**src/rtl/mmio_fabric.sv**
```systemverilog
// mmio_fabric: address-decoded MMIO interconnect for the picorv32 native bus.
// One CPU request is latched, routed to the slave whose base byte matches
// mem_addr[31:24], and completed with a registered one-cycle mem_ready.
// Unmapped accesses and slaves that never answer complete with ERR_RDATA and
// are logged in err_addr / err_count.
module mmio_fabric #(
    parameter int unsigned                NUM_SLAVES     = 4,
    parameter logic [NUM_SLAVES*8-1:0]    SLAVE_BASE     = {8'h04, 8'h03, 8'h05, 8'h06},
    parameter int unsigned                TIMEOUT_CYCLES = 255,
    parameter logic [31:0]                ERR_RDATA      = 32'hDEAD_BEEF
) (
    input  logic                       clk,
    input  logic                       resetn,
    input  logic                       mem_valid,
    input  logic [31:0]                mem_addr,
    input  logic [31:0]                mem_wdata,
    input  logic [3:0]                 mem_wstrb,
    output logic                       mem_ready,
    output logic [31:0]                mem_rdata,
    output logic [NUM_SLAVES-1:0]      s_valid,
    output logic [31:0]                s_addr,
    output logic [31:0]                s_wdata,
    output logic [3:0]                 s_wstrb,
    input  logic [NUM_SLAVES-1:0]      s_ready,
    input  logic [NUM_SLAVES*32-1:0]   s_rdata,
    output logic                       err_pulse,
    output logic [31:0]                err_addr,
    output logic [7:0]                 err_count
);

    localparam int unsigned IDX_W = (NUM_SLAVES > 1) ? $clog2(NUM_SLAVES) : 1;
    // Counter only needs to reach TIMEOUT_CYCLES-1: the last permitted cycle
    // is detected by comparison rather than by counting past it.
    localparam int unsigned CNT_W = (TIMEOUT_CYCLES > 1) ? $clog2(TIMEOUT_CYCLES) : 1;
    localparam logic [CNT_W-1:0] CNT_LAST =
        CNT_W'((TIMEOUT_CYCLES > 0) ? (TIMEOUT_CYCLES - 1) : 0);

    typedef enum logic [1:0] {
        ST_IDLE,
        ST_ACCESS,
        ST_RESP
    } state_t;

    state_t              state_q, state_d;
    logic [IDX_W-1:0]    idx_q, idx_d;
    logic [CNT_W-1:0]    cnt_q, cnt_d;
    logic [31:0]         addr_q, addr_d;
    logic [31:0]         wdata_q, wdata_d;
    logic [3:0]          wstrb_q, wstrb_d;
    logic [31:0]         rdata_q, rdata_d;
    logic                err_flag_q, err_flag_d;
    logic [31:0]         err_addr_q, err_addr_d;
    logic [7:0]          err_count_q, err_count_d;

    logic                hit;
    logic [IDX_W-1:0]    hit_idx;
    logic                ready_sel;
    logic [31:0]         rdata_sel;

    // Address decode: first (lowest-index) matching slot wins.
    always_comb begin
        hit     = 1'b0;
        hit_idx = '0;
        for (int unsigned i = 0; i < NUM_SLAVES; i++) begin
            if (!hit && (mem_addr[31:24] == SLAVE_BASE[8*i +: 8])) begin
                hit     = 1'b1;
                hit_idx = IDX_W'(i);
            end
        end
    end

    // Select ready/read data of the slave currently being accessed.
    always_comb begin
        ready_sel = 1'b0;
        rdata_sel = '0;
        for (int unsigned i = 0; i < NUM_SLAVES; i++) begin
            if (IDX_W'(i) == idx_q) begin
                ready_sel = s_ready[i];
                rdata_sel = s_rdata[32*i +: 32];
            end
        end
    end

    // Next-state logic for the access FSM and its datapath registers.
    always_comb begin
        state_d     = state_q;
        idx_d       = idx_q;
        cnt_d       = cnt_q;
        addr_d      = addr_q;
        wdata_d     = wdata_q;
        wstrb_d     = wstrb_q;
        rdata_d     = rdata_q;
        err_flag_d  = err_flag_q;
        err_addr_d  = err_addr_q;
        err_count_d = err_count_q;

        case (state_q)
            ST_IDLE: begin
                err_flag_d = 1'b0;
                if (mem_valid) begin
                    addr_d  = mem_addr;
                    wdata_d = mem_wdata;
                    wstrb_d = mem_wstrb;
                    if (hit) begin
                        idx_d   = hit_idx;
                        cnt_d   = '0;
                        state_d = ST_ACCESS;
                    end else begin
                        rdata_d    = ERR_RDATA;
                        err_flag_d = 1'b1;
                        state_d    = ST_RESP;
                    end
                end
            end

            ST_ACCESS: begin
                if (!mem_valid) begin
                    // CPU abandoned the request: quietly return to idle.
                    state_d = ST_IDLE;
                end else if (ready_sel) begin
                    rdata_d = rdata_sel;
                    state_d = ST_RESP;
                end else if ((TIMEOUT_CYCLES > 0) && (cnt_q == CNT_LAST)) begin
                    rdata_d    = ERR_RDATA;
                    err_flag_d = 1'b1;
                    state_d    = ST_RESP;
                end else begin
                    cnt_d = cnt_q + 1'b1;
                end
            end

            ST_RESP: begin
                state_d = ST_IDLE;
                if (err_flag_q) begin
                    err_addr_d = addr_q;
                    if (err_count_q != 8'hFF) begin
                        err_count_d = err_count_q + 8'd1;
                    end
                end
            end

            default: begin
                state_d = ST_IDLE;
            end
        endcase
    end

    // State and datapath registers with asynchronous active-low reset.
    always_ff @(posedge clk or negedge resetn) begin
        if (!resetn) begin
            state_q     <= ST_IDLE;
            idx_q       <= '0;
            cnt_q       <= '0;
            addr_q      <= '0;
            wdata_q     <= '0;
            wstrb_q     <= '0;
            rdata_q     <= '0;
            err_flag_q  <= 1'b0;
            err_addr_q  <= '0;
            err_count_q <= '0;
        end else begin
            state_q     <= state_d;
            idx_q       <= idx_d;
            cnt_q       <= cnt_d;
            addr_q      <= addr_d;
            wdata_q     <= wdata_d;
            wstrb_q     <= wstrb_d;
            rdata_q     <= rdata_d;
            err_flag_q  <= err_flag_d;
            err_addr_q  <= err_addr_d;
            err_count_q <= err_count_d;
        end
    end

    // One-hot slave request, only while in ACCESS.
    always_comb begin
        s_valid = '0;
        if (state_q == ST_ACCESS) begin
            for (int unsigned i = 0; i < NUM_SLAVES; i++) begin
                s_valid[i] = (IDX_W'(i) == idx_q);
            end
        end
    end

    assign mem_ready = (state_q == ST_RESP);
    assign err_pulse = (state_q == ST_RESP) && err_flag_q;
    assign mem_rdata = rdata_q;
    assign s_addr    = addr_q;
    assign s_wdata   = wdata_q;
    assign s_wstrb   = wstrb_q;
    assign err_addr  = err_addr_q;
    assign err_count = err_count_q;

endmodule

```
**config.mk**
```make
export PLATFORM = sky130hd
export DESIGN_NAME = mmio_fabric
export DESIGN_NICKNAME = d
export VERILOG_FILES = /design/src/rtl/mmio_fabric.sv
export SDC_FILE = /design/constraint.sdc
export NUM_CORES = 1
export LEC_CHECK = 0
export ABC_AREA = 1
export BUFFER_PORTS_ARGS = -buffer_cell sky130_fd_sc_hd__clkbuf_2
export CAP_MARGIN = 20
export CORE_MARGIN = 1
export CORE_UTILIZATION = 25
export DETAILED_ROUTE_END_ITERATION = 7
export GPL_TIMING_DRIVEN = 0
export SETUP_SLACK_MARGIN = 0.05
export SLEW_MARGIN = 30
export SYNTH_ARGS = -nofsm -noshare
export SYNTH_HDL_FRONTEND = slang
export SYNTH_SLANG_ARGS = --single-unit
```
**constraint.sdc**
```tcl
create_clock -name clk -period 1.5 [get_ports clk]
set_input_delay 0.075 -clock clk [delete_from_list [all_inputs] [get_ports clk]]
set_output_delay 0.075 -clock clk [all_outputs]
set_load 0.02 [all_outputs]
```
==> metrics.txt <==
Reg clk slew, reported paths=about 0.070 ns; Syn Nets=about 1100; RSZ-0062 raised after global routing=yes; dpl ws=-0.524 ns; Hold Vio Cnt, Final=0; P&R area growth vs syn=61.3%; Final ANT Viol Nets=0; Worst Setup Path Type=flip-flop to flip-flop; Adder-Cell Fraction of Synth Area=0.00483; leakage power=about 6.5 nW; Compound-Gate Fraction of Synth Area=0.0338; R2R cell count=11; Iter 0 DRT Violations=between 300 and 400; violated checks=setup timing; min setup slack post-route=-0.199 ns; Net Sw Power=just under 0.008 W; hold crit path type=input pin to flip-flop; CTS tree=done; fmax=between 500 and 600 MHz; largest net degree at the start of global routing=between 60 and 70; chip width=around 180 um; number of core rows=64; Syn. warnings=0; hold endpoint=mem_rdata[12]; min-delay src=s_rdata[108]; fin nets=1583; Placer Congestion=0.957; Synth Area in XOR/XNOR=0.0113; Post-Layout Cell Count=1786; initial core utilization=0.254; Post-Place Cells=1634; max-slew violation count=0; layout cell share with drive strength beyond 1=0.468; htree depth=4; diode count=0; grt ovf=0; CTS root buf=clkbuf_16; Cells on Worst Hold Path=6; Via-to-Cell Ratio=between 4 and 5; Simple-Gate Fraction of Synth Area=0.317; hpwl dp=22.8 mm; clock sink total=roughly 150; I/O Buffers=348; Pwr Density=about 1500 nW/um^2; Peak supply drop=~0.00075 V; Routed WL=31.2 mm; WL/cell=17.5 um; register share of total power=0.328; die area=around 32000 sq um; TritonCTS buffer count=17; Final period util=1.13; Net Sw Frac=0.412; Clock Latency Late Sink=~0.43 ns; antenna violations before repair=0; DR vias=8061; Synth Register Bits=about 150; final worst path period need=between 1.5 and 2 ns; clock skew=between 0.01 and 0.015 ns; Die Ht=178 um; IO Pins=349; clk buf depth=2; CP max stage cell=dfrtp_2; Critical Path Source Type=flip-flop; Arr. time, crit path=2.06 ns; Avg Cell Area, Syn=between 8 and 9 sq um; DRC violations left=0; Critical Path Sink Type=flip-flop; core box area=30600 sq um; Synth cell types=35; multiplexer area fraction after synthesis=0.0869; crit-path cells=buf_8 -> inv_8 -> nand2_4 -> nand2_4 -> nand3_4 -> nand2_8 -> nor2_8 -> nor2_8 -> clkbuf_16 -> nand3_2 -> nand2_1; sequential-to-total area share from yosys stat=0.492; clock share of power=0.221; gr usage total=0.190; worst-margin pin slew=0.421 ns; worst r2r dst=mem_rdata[0]; Int Pwr=~0.011 W; first-pass GRT wire length=between 40 and 50 mm; logic gate share of total power=0.451; Max transition margin=0.719; CP peak stage delay=about 0.44 ns; # Max-Cap Violations=0; DRT Pass-1 Iters=5; Mapped Area=between 7000 and 8000 sq um; vias in the first global route=slightly below 8000; CP required=approximately 1.9 ns; outcome=finished, violations left; CP max FO=8; Syn Inst Count=about 890; final setup fails=between 100 and 150; reg-to-reg startpoint=idx_q[1]; main combinational cell family by area after synthesis=simple AND/OR/NAND/NOR gates; fin area=roughly 13000 sq um; R2R Setup Slk=-0.20 ns; Area after DPL=approximately 10000 sq um
-- worst max-delay path: cells and delay by family, from the launching register on --
kind	cells	cell delay, ns
buffers and inverters	3	0.42
DFF	1	0.44
and+or+nand+nor	8	0.75
-- routing by layer --
layer | global-route usage | vias up | part of all wire
met1 | 0.256 | 3953 | 0.44
met3 | 0.0292 | 46 | 0.038
met2 | 0.310 | 214 | 0.49
met4 | 0.0632 | 0 | 0.024
li1 | - | 3848 | -
met5 | 0 | - | 0
-- cells in the final DEF, fill, tap and decap left out, drive strengths merged, types with 2 or more instances in the layout --
cell type	synthesis	layout
nor3	4	4
a21boi	6	6
xor2	6	6
nand3b	2	2
dlygate4sd3	0	71
o21ai	39	39
nand4	4	4
dfrtp	153	153
clkbuf	19	377
nand3	121	121
ha	3	3
nand2	330	330
inv	41	47
a21oi	3	3
clkinv	2	4
xnor2	4	4
buf	28	87
or2	26	26
mux2	60	60
clkinvlp	0	5
nor2	36	36
-- final cells by class --
| cell class | count | area, sq um |
|---|---|---|
| clock inverter | 14 | 139 |
| tap | 396 | 495 |
| multi-input combinational | 645 | 3750 |
| buffer | 42 | 457 |
| timing repair buffer | 475 | 3220 |
| inverter | 43 | 201 |
| clock buffer | 18 | 439 |
| sequential | 153 | 3830 |
| fill | 3094 | 18100 |
-- sequential cells by signal, indices dropped and copies added (netlist names) --
signal	cells
cnt_q	8
err_addr	32
err_count	8
err_flag_q	1
idx_q	2
mem_rdata	32
s_addr	32
s_wdata	32
s_wstrb	4
state_q	2
-- how the worst max path moves through the flow --
| stage | from | to | cells past startpoint |
|---|---|---|---|
| detailed placement | state_q[0] | s_addr[21] | 5 |
| global placement | resetn | err_count[1] | 1 |
| CTS | state_q[1] | s_valid[0] | 5 |
| global route | cnt_q[0] | mem_rdata[30] | 11 |
| floorplan | cnt_q[0] | mem_rdata[0] | 11 |
| finish | idx_q[1] | mem_rdata[0] | 11 |
-- what timing repair did --
action                     in CTS  in global routing
setup endpoints to repair     153                137
resized for setup             100                104
pin swaps                       6                 19
gates cloned                    4                  4
hold buffers                   71                  0
setup buffers                  26                 20
hold endpoints to repair      223                  0
-- stage by stage --
| stage | TNS [ns] | total power, W | hold WS [ns] | utilization |
|---|---|---|---|---|
| 6_report | -8.60 | 0.0193 | 0.0901 | 0.410 |
| 5_1_grt | -15.49 | 0.0205 | 0.108 | 0.410 |
| 4_1_cts | -8.39 | 0.0189 | 0.0658 | 0.394 |
| 3_5_place_dp | -32.42 | 0.0137 | 0.00240 | 0.330 |
| 3_3_place_gp | -409.38 | 0.0135 | 0.307 | 0.328 |
| 2_1_floorplan | 0 | 0.0107 | -0.221 | - |
-- cell families after synthesis --
family                   Yosys count
multiplexers                      60
AND/OR/NAND/NOR                  523
XOR/XNOR                          10
AO/OA/AOI/OAI                     49
buffers and inverters             90
adder cells (fa/ha/maj)            3
flip-flops                       153
-- power groups by stage --
stage / Combinational (W) / Clock [W] / Sequential (W)
after floorplan: 0.00283 / 0 / 0.00786
after global placement: 0.00723 / 0 / 0.00632
after detailed placement: 0.00730 / 0 / 0.00636
after CTS: 0.00819 / 0.00442 / 0.00630
after global routing: 0.00934 / 0.00460 / 0.00652
final: 0.00871 / 0.00428 / 0.00634
-- synthesized netlist by cell type, drive strengths merged --
cell	count	area, sq um
a21boi	6	45.0
a21oi	3	15.0
buf	28	179
clkbuf	19	72.6
clkinv	2	8.75
dfrtp	153	3830
ha	3	37.5
inv	41	156
mux2	60	676
nand2	330	1280
nand3	121	778
nand3b	2	15.0
nand4	4	25.0
nor2	36	180
nor3	4	20.0
o21ai	39	195
o21bai	1	7.51
or2	26	163
xnor2	4	35.0
xor2	6	52.6
No activity file was read; power rests on OpenSTA's default activity.
